File: config.mk
export PLATFORM = sky130hd
export DESIGN_NAME = mine_placer
export DESIGN_NICKNAME = d
export VERILOG_FILES = /design/src/rtl/mine_placer.sv
export SDC_FILE = /design/constraint.sdc
export NUM_CORES = 1
export LEC_CHECK = 0
export ABC_AREA = 1
export CAP_MARGIN = 20
export CORE_AREA = 5 5 100 148
export DETAILED_ROUTE_END_ITERATION = 6
export DIE_AREA = 0 0 105 153
export PLACE_DENSITY = 0.54
export SYNTH_ARGS = -nofsm -noshare
export SYNTH_HDL_FRONTEND = slang
export SYNTH_SLANG_ARGS = --single-unit
File: constraint.sdc
create_clock -name clk -period 3.2 [get_ports clk]
set_clock_uncertainty 0.15 [all_clocks]
set_input_delay 0.8 -clock clk [delete_from_list [all_inputs] [get_ports clk]]
set_output_delay 0.8 -clock clk [all_outputs]
set_load 0.1 [all_outputs]
File: src/rtl/mine_placer.sv
// Mine placer: seeds an 8x8 board with NUM_MINES mines from a free-running
// LFSR, keeping the 3x3 zone around the player's first cell clear.
module mine_placer #(
  parameter int          NUM_MINES = 10,
  parameter logic [15:0] LFSR_SEED = 16'hACE1
) (
  input  logic        clk,
  input  logic        rst,
  input  logic        mine_start,
  input  logic [2:0]  safe_row,
  input  logic [2:0]  safe_col,
  output logic        mine_done,
  output logic        busy,
  output logic [63:0] mine_map,
  output logic [5:0]  mine_count
);

  localparam logic [1:0] S_IDLE  = 2'd0;
  localparam logic [1:0] S_CLEAR = 2'd1;
  localparam logic [1:0] S_GEN   = 2'd2;
  localparam logic [1:0] S_DONE  = 2'd3;

  localparam logic [5:0] TARGET = 6'(NUM_MINES);

  logic [1:0]  state_q, state_d;
  logic [15:0] lfsr_q, lfsr_d;
  logic [63:0] map_q, map_d;
  logic [5:0]  count_q, count_d;
  logic        done_q, done_d;
  logic [2:0]  srow_q, srow_d;
  logic [2:0]  scol_q, scol_d;

  logic [5:0]  idx;
  logic [3:0]  dr, dc;
  logic        near_r, near_c;
  logic        accept;

  // Candidate cell and its rejection test
  always_comb begin
    idx    = lfsr_q[5:0];
    dr     = {1'b0, idx[5:3]} - {1'b0, srow_q};
    dc     = {1'b0, idx[2:0]} - {1'b0, scol_q};
    near_r = (dr == 4'd0) || (dr == 4'd1) || (dr == 4'hF);
    near_c = (dc == 4'd0) || (dc == 4'd1) || (dc == 4'hF);
    accept = !map_q[idx] && !(near_r && near_c);
  end

  // Next-state logic for FSM, board and free-running LFSR
  always_comb begin
    state_d = state_q;
    map_d   = map_q;
    count_d = count_q;
    srow_d  = srow_q;
    scol_d  = scol_q;
    lfsr_d  = {lfsr_q[14:0],
               lfsr_q[15] ^ lfsr_q[13] ^ lfsr_q[12] ^ lfsr_q[10]};
    case (state_q)
      S_IDLE: begin
        if (mine_start) begin
          srow_d  = safe_row;
          scol_d  = safe_col;
          state_d = S_CLEAR;
        end
      end
      S_CLEAR: begin
        map_d   = '0;
        count_d = '0;
        state_d = mine_start ? S_GEN : S_IDLE;
      end
      S_GEN: begin
        if (!mine_start) begin
          state_d = S_IDLE;
        end else if (accept) begin
          map_d[idx] = 1'b1;
          count_d    = count_q + 6'd1;
          if (count_d == TARGET) state_d = S_DONE;
        end
      end
      S_DONE: begin
        if (!mine_start) state_d = S_IDLE;
      end
      default: state_d = S_IDLE;
    endcase
    done_d = (state_d == S_DONE);
  end

  // State registers with asynchronous active-low reset
  always_ff @(posedge clk or negedge rst) begin
    if (!rst) begin
      state_q <= S_IDLE;
      lfsr_q  <= LFSR_SEED;
      map_q   <= '0;
      count_q <= '0;
      done_q  <= 1'b0;
      srow_q  <= '0;
      scol_q  <= '0;
    end else begin
      state_q <= state_d;
      lfsr_q  <= lfsr_d;
      map_q   <= map_d;
      count_q <= count_d;
      done_q  <= done_d;
      srow_q  <= srow_d;
      scol_q  <= scol_d;
    end
  end

  assign busy       = (state_q == S_CLEAR) || (state_q == S_GEN);
  assign mine_done  = done_q;
  assign mine_map   = map_q;
  assign mine_count = count_q;

endmodule

==> out/results.tsv <==
stage	metric	value	unit
drt	DRC	0	
global_route	initial antenna violation count	0	
logic_synthesis	area of the mapped netlist	4810	µm²
global_route	total grt overflow	0	
worst_hold_path	worst hold path class	reg -> reg	
global_route	met3 Use GR	2.62	%
power	Max VDD drop	0.384	mV
worst_setup_path	CP max FO	31	
drt	drt pass-1 iters	4	
worst_setup_path	critical path required time	3.24	ns
logic_synthesis	Yosys cell types	33	
logic_synthesis	Post-Synth Simple-Gate Area	24.2	%
cts	CTS max path bufs	2	
final_layout	area grow syn2layout	24.4	%
final_layout	Fill cells	1351	
final_layout	Post-Layout Inst Area	5980	µm²
cts	Clk Latency, worst-skew pair	0.35	ns
logic_synthesis	Gate Count Post-Synth	571	
logic_synthesis	top cell type's share of synthesized area	45.2	%
logic_synthesis	Adder-Cell Fraction of Synth Area	4.21	%
outcome	outcome	complete, no violations	
global_route	first-pass GRT wire length	23100	µm
timing	fmax	337	MHz
timing	Sum Neg Setup Slack	0	ns
placement	dpl cell area	5620	µm²
drt	vias post-DR	4230	
timing	RSZ-0062 raised after global routing	false	
timing	Worst-Margin Slew	0.850	ns
floorplan	Initial Util	35.9	%
cts	CTS sink count	95	
timing	Slew headroom	43.1	%
floorplan	total I/O pin count	81	
worst_setup_path	CP max-delay cell	fa_1	
placement	count of input and output buffers	80	
floorplan	chip height	153	µm
logic_synthesis	EDFF count, synth	0	
drt	number of DRC markers in iteration 0	223	
logic_synthesis	ys flop type	dfrtp_1	
global_route	vias in the first global route	4352	
floorplan	Cell Rows	52	
worst_setup_path	CP Data Arrival Time	3.02	ns
cts	buffer count from post-CTS setup fixing	0	
logic_synthesis	XOR/XNOR Fraction of Synth Area	1.64	%
worst_setup_path	slowest stage delay, CP	0.48	ns
final_layout	antenna fix cells	0	
worst_setup_path	Most common cell on crit path	nand2_1	
timing	final setup vio count	0	
logic_synthesis	post-synthesis sequential area ratio	49.6	%
cts	TritonCTS clock tree	built	
drt	Detail Route Antenna Nets	0	
worst_setup_path	CP Capture Type	flop	
global_route	met1 Resource Use GR	21.7	%
logic_synthesis	Async S/R FF share, synth	100	%
logic_synthesis	syn nets	595	
global_route	GR peak layer	met2	
logic_synthesis	ranking of synthesized cells by area	dfrtp_1 (45%), nand2_1 (10%), nand3_1 (7.2%)	
cts	Hold Buf Count CTS	0	
logic_synthesis	combinational family with the most area after synthesis	simple AND/OR/NAND/NOR gates	
cts	clock slew at reported path FFs	0.07	ns
final_layout	highest-count cells in the layout ignoring fill and taps	nand2_1 (133), buf_4 (93), dfrtp_1 (86)	
final_layout	Nets	682	
worst_setup_path	CP delay by family, top	simple AND/OR/NAND/NOR gates	
cts	root buf cell	clkbuf_16	
floorplan	Core Box Area	13400	µm²
drt	Post-Route WL	14200	µm
timing	Final Max Slew Viols	0	
final_layout	share of post-route cells with drive strength above 1	21.3	%
logic_synthesis	mux share of post-synthesis cell area	0.468	%
global_route	Tot GR Track Use	17.8	%
logic_synthesis	Compound-Gate Fraction of Synth Area	10.1	%
global_route	largest net degree at the start of global routing	65	
final_layout	most common cell after layout, fill and taps aside	nand2_1	
timing	Final Hold Viols	0	
worst_setup_path	worst-path cell chain	inv_4 -> ha_1 -> inv_1 -> fa_1 -> inv_1 -> or2_2 -> nor2_1 -> nand2_1 -> nand2_1 -> nand2_1 -> nand2_1 -> nor2_2 -> nand3_4 -> nand2_4 -> clkbuf_16 -> a31oi_1 -> nor2_1	
floorplan	die area	16100	µm²
timing	Tcrit/Tclk final	92.9	%
logic_synthesis	Yosys top cell by area	dfrtp_1	
power	Leak Pwr	2.99	nW
drt	vias per cell	5.13	
global_route	met2 Usage GRT	30.2	%
cts	cts bufs inserted	9	
placement	GPL Wtd Cong	0.824	
worst_setup_path	crit path kind	reg -> reg	
placement	HPWL after DPL	9800	µm
cts	CTS H-tree lvls	3	
floorplan	Die X	105	µm
drt	Wirelength per Cell	17.2	µm
logic_synthesis	flops & latches, synth	95	
worst_setup_path	Buf/Inv on CP	4	
logic_synthesis	mean post-synth cell area	8.43	µm²
job	Max Cap Violations	0	
worst_setup_path	CP Launch Type	flop	
logic_synthesis	YS warnings	0	
power	pwr/cell area	635	nW/µm²
timing	min cycle time layout	2.97	ns
-- cells by family after synthesis --
family | Yosys count
compound gates | 89
mux | 2
buf+inv | 99
xor+xnor | 9
simple gates | 262
flops | 95
fa+ha+maj | 15
-- worst reg2reg max path, delay by kind of cell (launching register included) --
kind	cells	cell delay (ns)
simple gates	10	0.95
compound gates	1	0.17
buf+inv	4	0.44
fa+ha+maj	2	0.65
flops	1	0.47
-- report_power, final --
group	internal [mW]	switching, mW
Combinational	0.360	0.929
Sequential	1.27	0.0501
Clock	0.726	0.465
-- cell type report --
type | instances | area [µm²] | area share, %
Timing Repair Buffer | 102 | 821 | 13.7
Inverter | 73 | 282 | 4.70
Tap cell | 162 | 203 | 3.39
Multi-Input combinational cell | 377 | 1960 | 32.7
Clock buffer | 11 | 253 | 4.22
Clock inverter | 5 | 80.1 | 1.34
Sequential cell | 95 | 2390 | 39.9
-- synth_stat cells (all sizes together), types with 2 or more instances --
cell    count
nand2     134
dfrtp      87
inv        73
nand3      70
a21oi      48
nor2       43
a31oi      23
buf        19
o21ai      14
ha         13
nor3       10
dfstp       8
clkbuf      7
xnor2       5
xor2        4
nand4       3
o22ai       3
fa          2
mux2        2
-- final timing paths --
| path | end | slack [ns] | depth (start not counted) | startpoint |
|---|---|---|---|---|
| worst min register to register | lfsr_q[15] | 0.20 | 0 | lfsr_q[14] |
| worst max-delay path | mine_map[57] | 0.23 | 17 | lfsr_q[3] |
| min in group asynchronous | mine_map[58] | 0.28 | 1 | rst |
| max in group asynchronous | lfsr_q[6] | 1.89 | 2 | rst |
| worst min-delay path | lfsr_q[15] | 0.20 | 0 | lfsr_q[14] |
| worst max register to register | mine_map[57] | 0.23 | 17 | lfsr_q[3] |
-- registers in the layout, summed over array words and instances, names as in the netlist --
signal,count
lfsr_q,16
mine_count,6
mine_done,1
mine_map,64
scol_q,3
srow_q,3
state_q,2
-- what timing repair did --
action,4_1_cts,5_1_grt
hold endpoints to repair,0,0
setup endpoints to repair,0,38
resized for setup,0,3
-- metrics by stage --
stage                     util, %  power, mW  instances  setup WS (ns)  hold slack [ns]
after floorplan                 -       2.32        571          0.331            0.181
after global placement       41.9       2.51        808          0.294            0.188
after detailed placement     41.9       2.54        808          0.214            0.193
after CTS                    44.4       3.74        824          0.202            0.208
after global routing         44.7       4.01        825         0.0219            0.214
final                        44.7       3.80        825          0.229            0.203
-- routing by layer --
metal  up-vias  wire length, µm  share of wire (%)
li1       2023                -                  -
met3        38              594                4.2
met1      2044             5600                 39
met2       125             7410                 52
met5         -                0                  0
met4         0              589                4.1
Note: power is estimated with default switching activity, not from simulation.
